===== config.mk =====
export PLATFORM = sky130hd
export DESIGN_NAME = pattern_tx
export DESIGN_NICKNAME = d
export VERILOG_FILES = /design/src/rtl/pattern_tx.sv
export SDC_FILE = /design/constraint.sdc
export NUM_CORES = 1
export LEC_CHECK = 0
export CAP_MARGIN = 0
export CORE_MARGIN = 4
export CORE_UTILIZATION = 35
export CTS_CLUSTER_DIAMETER = 150
export DETAILED_ROUTE_END_ITERATION = 6
export PLACE_DENSITY = 0.57
export SETUP_SLACK_MARGIN = 0.1
export SLEW_MARGIN = 20
export SYNTH_ARGS = -nofsm -noshare
export SYNTH_HDL_FRONTEND = slang
export SYNTH_SLANG_ARGS = --single-unit
export TNS_END_PERCENT = 50

===== constraint.sdc =====
create_clock -name clk -period 4.8 [get_ports clk]
set_clock_uncertainty 0.15 [all_clocks]
set_input_delay 0.72 -clock clk [delete_from_list [all_inputs] [get_ports clk]]
set_output_delay 0.72 -clock clk [all_outputs]
set_load 0.03 [all_outputs]

===== src/rtl/pattern_tx.sv =====
// pattern_tx: serial pattern transmitter, MSB first, repeated reps times, then a done pulse.
// Define PT_GAP_EN to insert a one-cycle idle gap between repetitions.
module pattern_tx #(
    parameter int WIDTH = 4,
    parameter int REPW  = 4
) (
    input  logic             clk,
    input  logic             rst,
    input  logic             start,
    input  logic [WIDTH-1:0] data,
    input  logic [REPW-1:0]  reps,
    output logic             X,
    output logic             valid,
    output logic             busy,
    output logic             done
);
    localparam int CW = $clog2(WIDTH);
    localparam logic [CW-1:0] LAST = CW'(WIDTH - 1);
    typedef enum logic [1:0] {
        IDLE = 2'd0,
        SEND = 2'd1,
`ifdef PT_GAP_EN
        GAP  = 2'd3,
`endif
        DONE = 2'd2
    } state_t;
    state_t state, state_nxt;
    logic [WIDTH-1:0] pat_reg, shreg, shreg_nxt;
    logic [CW-1:0] bit_cnt, bit_cnt_nxt;
    logic [REPW-1:0] rep_left, rep_left_nxt;
    logic x_nxt, valid_nxt, busy_nxt, done_nxt;
    logic more;
    assign more = rep_left > REPW'(1);
    always_ff @(posedge clk) begin
        if (rst) begin
            state    <= IDLE;
            pat_reg  <= '0;
            shreg    <= '0;
            bit_cnt  <= '0;
            rep_left <= '0;
            X        <= 1'b0;
            valid    <= 1'b0;
            busy     <= 1'b0;
            done     <= 1'b0;
        end else begin
            state    <= state_nxt;
            if (state == IDLE && start) pat_reg <= data;
            shreg    <= shreg_nxt;
            bit_cnt  <= bit_cnt_nxt;
            rep_left <= rep_left_nxt;
            X        <= x_nxt;
            valid    <= valid_nxt;
            busy     <= busy_nxt;
            done     <= done_nxt;
        end
    end
    always_comb begin
        state_nxt = state;
        case (state)
            IDLE: state_nxt = start ? SEND : IDLE;
`ifdef PT_GAP_EN
            SEND: state_nxt = (bit_cnt != '0) ? SEND : (more ? GAP : DONE);
            GAP:  state_nxt = SEND;
`else
            SEND: state_nxt = (bit_cnt != '0 || more) ? SEND : DONE;
`endif
            default: state_nxt = IDLE;
        endcase
    end
    always_comb begin
        shreg_nxt    = shreg;
        bit_cnt_nxt  = bit_cnt;
        rep_left_nxt = rep_left;
        x_nxt        = 1'b0;
        valid_nxt    = 1'b0;
        busy_nxt     = 1'b0;
        done_nxt     = 1'b0;
        case (state)
            IDLE: if (start) begin
                shreg_nxt    = data;
                bit_cnt_nxt  = LAST;
                rep_left_nxt = (reps == '0) ? REPW'(1) : reps;
                x_nxt        = data[WIDTH-1];
                valid_nxt    = 1'b1;
                busy_nxt     = 1'b1;
            end
            SEND: if (bit_cnt != '0) begin
                shreg_nxt   = shreg << 1;
                bit_cnt_nxt = bit_cnt - CW'(1);
                x_nxt       = shreg[WIDTH-2];
                valid_nxt   = 1'b1;
                busy_nxt    = 1'b1;
            end else if (more) begin
                rep_left_nxt = rep_left - REPW'(1);
                busy_nxt     = 1'b1;
`ifndef PT_GAP_EN
                shreg_nxt    = pat_reg;
                bit_cnt_nxt  = LAST;
                x_nxt        = pat_reg[WIDTH-1];
                valid_nxt    = 1'b1;
`endif
            end else begin
                done_nxt = 1'b1;
            end
`ifdef PT_GAP_EN
            GAP: begin
                shreg_nxt   = pat_reg;
                bit_cnt_nxt = LAST;
                x_nxt       = pat_reg[WIDTH-1];
                valid_nxt   = 1'b1;
                busy_nxt    = 1'b1;
            end
`endif
            default: ;
        endcase
    end
endmodule


; ---- Word level (Yosys, flattened, before mapping)
; Cells that the tools add are included.
[totals]
ff_bits = 18
in_bits = 11
word_cells = 51
[op_classes]
addsub = 2
order_cmp = 1
n_eq_ne = 5
n_mux = 25
n_bitwise = 1
n_reduce_logical = 9
[ops]
columns = op, n
row1 = $mux 4, 4
row2 = $mux 3, 3
row3 = $mux 1, 8
row4 = $mux 2, 4
row5 = $pmux 2 s2, 2
row6 = $pmux 4 s2, 1
row7 = $ne 2x2->1 const B, 3
row8 = $pmux 3 s2, 1
row9 = $gt 4x1->1 const B, 1
row10 = $logic_not 4->1, 1
row11 = $pmux 1 s2, 2
row12 = $reduce_and 4->1, 1
row13 = $reduce_bool 2->1, 2
row14 = $sub 4x1->4 const B, 1
row15 = $ne 3x3->1 const B, 1
row16 = $reduce_and 3->1, 1
row17 = $reduce_or 3->1, 1
row18 = $eq 2x1->1 const B, 1
row19 = $logic_not 2->1, 1
row20 = $sub 2x1->2 const B, 1
row21 = $logic_and 1x1->1, 1
row22 = $logic_or 1x1->1, 1
row23 = $not 1->1, 1

; ---- Longest topological paths before layout
[logic_depth]
ltp_word = 4
ltp_mapped = 7

; ---- Worst setup path after synthesis
; Ideal clock, no wire load.
[synth_path]
path_kind = register -> output
start = register state[0] (netlist name)
end = output port valid
arrival_time_ns = 0.822
required_ns = 3.930
slack_ns = 3.108
stages_incl_launch_ff = 2
path_cell_list = dfxtp_1 buf_4
[synth_lines]
columns = element, line_no
row1 = to (decl), 13  ; output logic valid,

==> out/qor.csv <==
stage,metric,value,unit
min_path,worstHoldStart,pat_reg[0],
logic_synthesis,synth_commonest_cells,"dfxtp_1 (17), nand2_1 (13), a21oi_1 (12)",
setup_path,r2r_start,rep_left[0],
setup_path,reg2regPathDepth,6,
logic_synthesis,synthArstFlopShare,0,%
timing,final_max_slew_viol_count,0,
floorplanning,fp.dieArea,3540,um^2
cts,post-cts-setup-buffers,0,
logic_synthesis,syn_area,930,um^2
place,gp_congestion,0.838,
run,cap_violations,0,
detailed_routing,drtPass1Iterations,4,
logic_synthesis,yosys_most_used_dff,dfxtp_1,
min_path,hold-path-cell-count,2,
detailed_routing,vias,789,
logic_synthesis,synth_area_leader_cell,dfxtp_1,
cts,tritoncts.num_buffers,3,
detailed_routing,wl_per_cell,13.5,um
global_routing,grt_max_degree,19,
setup_path,cp_cell_sequence,clkdlybuf4s50_1,
timing,relSlewSlack,54.1,%
timing,hold_viol_final,0,
floorplanning,die_width,59.5,um
global_routing,grt_overflow,0,
finish,area_growth,16.2,%
floorplanning,die_h,59.5,um
cts,cts_tree,yes,
detailed_routing,routed_via_density,5.44,
pwr,total_power,0.382,mW
setup_path,path_delay_family,buffers and inverters,
finish,drive_gt1_share,12.2,%
setup_path,crit_type,reg -> out,
pwr,p_leak,0.381,nW
logic_synthesis,avgSynthCellArea,8.85,um^2
global_routing,grt_pass1_vias,779,
global_routing,grtUsageTotal,13.0,%
setup_path,worstSetupEndpointType,primary output,
floorplanning,rows,18,
detailed_routing,ant_nets,0,
setup_path,path_buf_inv,1,
logic_synthesis,postSynthCellCount,105,
cts,path_clk_slew,100,ps
logic_synthesis,synth_edf_count,0,
cts,cts_resized,0,
logic_synthesis,yosys_warnings,0,
floorplanning,start_util,37.2,%
cts,cts-root-buf,clkbuf_4,
global_routing,grt_pass1_wl,3410,um
detailed_routing,drt_iter0_drc,32,
cts,cts_max_level,1,
place,dpl.hpwl,1400,um
floorplanning,io_pins,15,
detailed_routing,routed_wl,1950,um
cts,holdBufCountCts,0,
logic_synthesis,synth_top_cell_area_share,36.6,%
setup_path,cp-startpoint,state[0],
timing,finalSetupTns,0,ps
timing,rsz0062_at_grt,no,
pwr,powerDensity,353,nW/um^2
outcome,status,completed,
logic_synthesis,synth_seq_cells,17,
setup_path,critPathArrivalTime,1460,ps
pwr,ir_worst_vdd,0.148,mV
setup_path,slowest_delay,720,ps
setup_path,worst_path_max_delay_cell,clkdlybuf4s50_1,
logic_synthesis,yosysUniqueCellTypes,38,
setup_path,critPathLaunchType,flop,
setup_path,worstPathRequired,3930,ps
logic_synthesis,synth_nets,119,
floorplanning,core-area,2500,um^2
detailed_routing,drc,0,
logic_synthesis,ys_top_cells_by_area,"dfxtp_1 (37%), a21oi_1 (6.5%), nand2_1 (5.2%), ha_1 (4.0%), nor2_1 (3.6%)",
timing,finalSetupViolCount,0,
logic_synthesis,synth_most_common_cell,dfxtp_1,
finish,nNetsFinal,130,
timing,worst_pin_slew,687,ps
cts,cts.sinks,17,
cts,clk-insertion-delay-late,290,ps
logic_synthesis,seq_area_frac_synth,36.6,%
setup_path,cp.depth,1,
timing,fin_crit,2330,ps
min_path,holdCritPathClass,reg -> reg,
cts,cts_buffer_depth,2,
place,io_buffers,14,
setup_path,path_max_fanout,6,
finish,diodes,0,
timing,fmax,0.429,GHz
timing,fin_crit_sh,48.6,%
global_routing,antenna_found_initial,0,
## report_power, final
group	total [mW]	internal, mW	leakage, nW	switching [mW]
clock network	0.0764	0.0323	0.0150	0.0441
logic	0.134	0.0565	0.226	0.0778
registers	0.171	0.158	0.140	0.0129
total	0.382	0.247	0.381	0.135
## per-stage QoR
step	area, um^2	setup slack (ps)	utilization, %	cells	hold slack (ps)
floorplan	930	3110	-	105	282
global placement	1050	2530	42.1	141	290
detailed placement	1050	2480	42.1	141	301
CTS	1080	2440	43.2	145	315
global route	1080	2380	43.2	145	339
finish	1080	2470	43.2	145	308
## kinds of logic after synthesis
group / count (synthesis) / synth area share [%]
AOI/OAI and AO/OA: 30 / 27.3
adders and majority gates: 3 / 4.04
buffers and inverters: 13 / 7.81
DFF: 17 / 36.6
muxes: 2 / 2.15
and+or+nand+nor: 40 / 22.1
## placed cells by master, fill, tap and decap left out, drive strengths merged, types with 2 or more instances in the layout
cell type,instances
inv,5
nand3,3
o211ai,2
dfxtp,17
mux2i,2
ha,3
a31oi,2
nand2,14
clkdlybuf4s50,14
nor2,10
o221ai,2
clkbuf,4
nor3,5
a21oi,13
a211oi,2
o32ai,2
## layer usage
metal / vias to the layer above / GRT usage, % / wire length (um)
met5: - / 0 / 0
met4: 0 / 8.54 / 71
met3: 11 / 3.27 / 109
met2: 24 / 20.3 / 862
met1: 354 / 15.6 / 911
li1: 400 / - / -
## final cells by class
type / instances / area (um^2)
Multi-Input combinational cell: 75 / 517
Tap cell: 30 / 37.5
Timing Repair Buffer: 14 / 140
Fill cell: 250 / 1420
Inverter: 5 / 18.8
Sequential cell: 17 / 340
Clock buffer: 4 / 26.3
## worst paths after layout
check / end / slack (ps)
worst max-delay path: valid / 2470
worst min-delay path: pat_reg[0] / 310
worst max register to register: rep_left[1] / 2900
worst min register to register: pat_reg[0] / 310
Power figures use the tool's default switching activity.
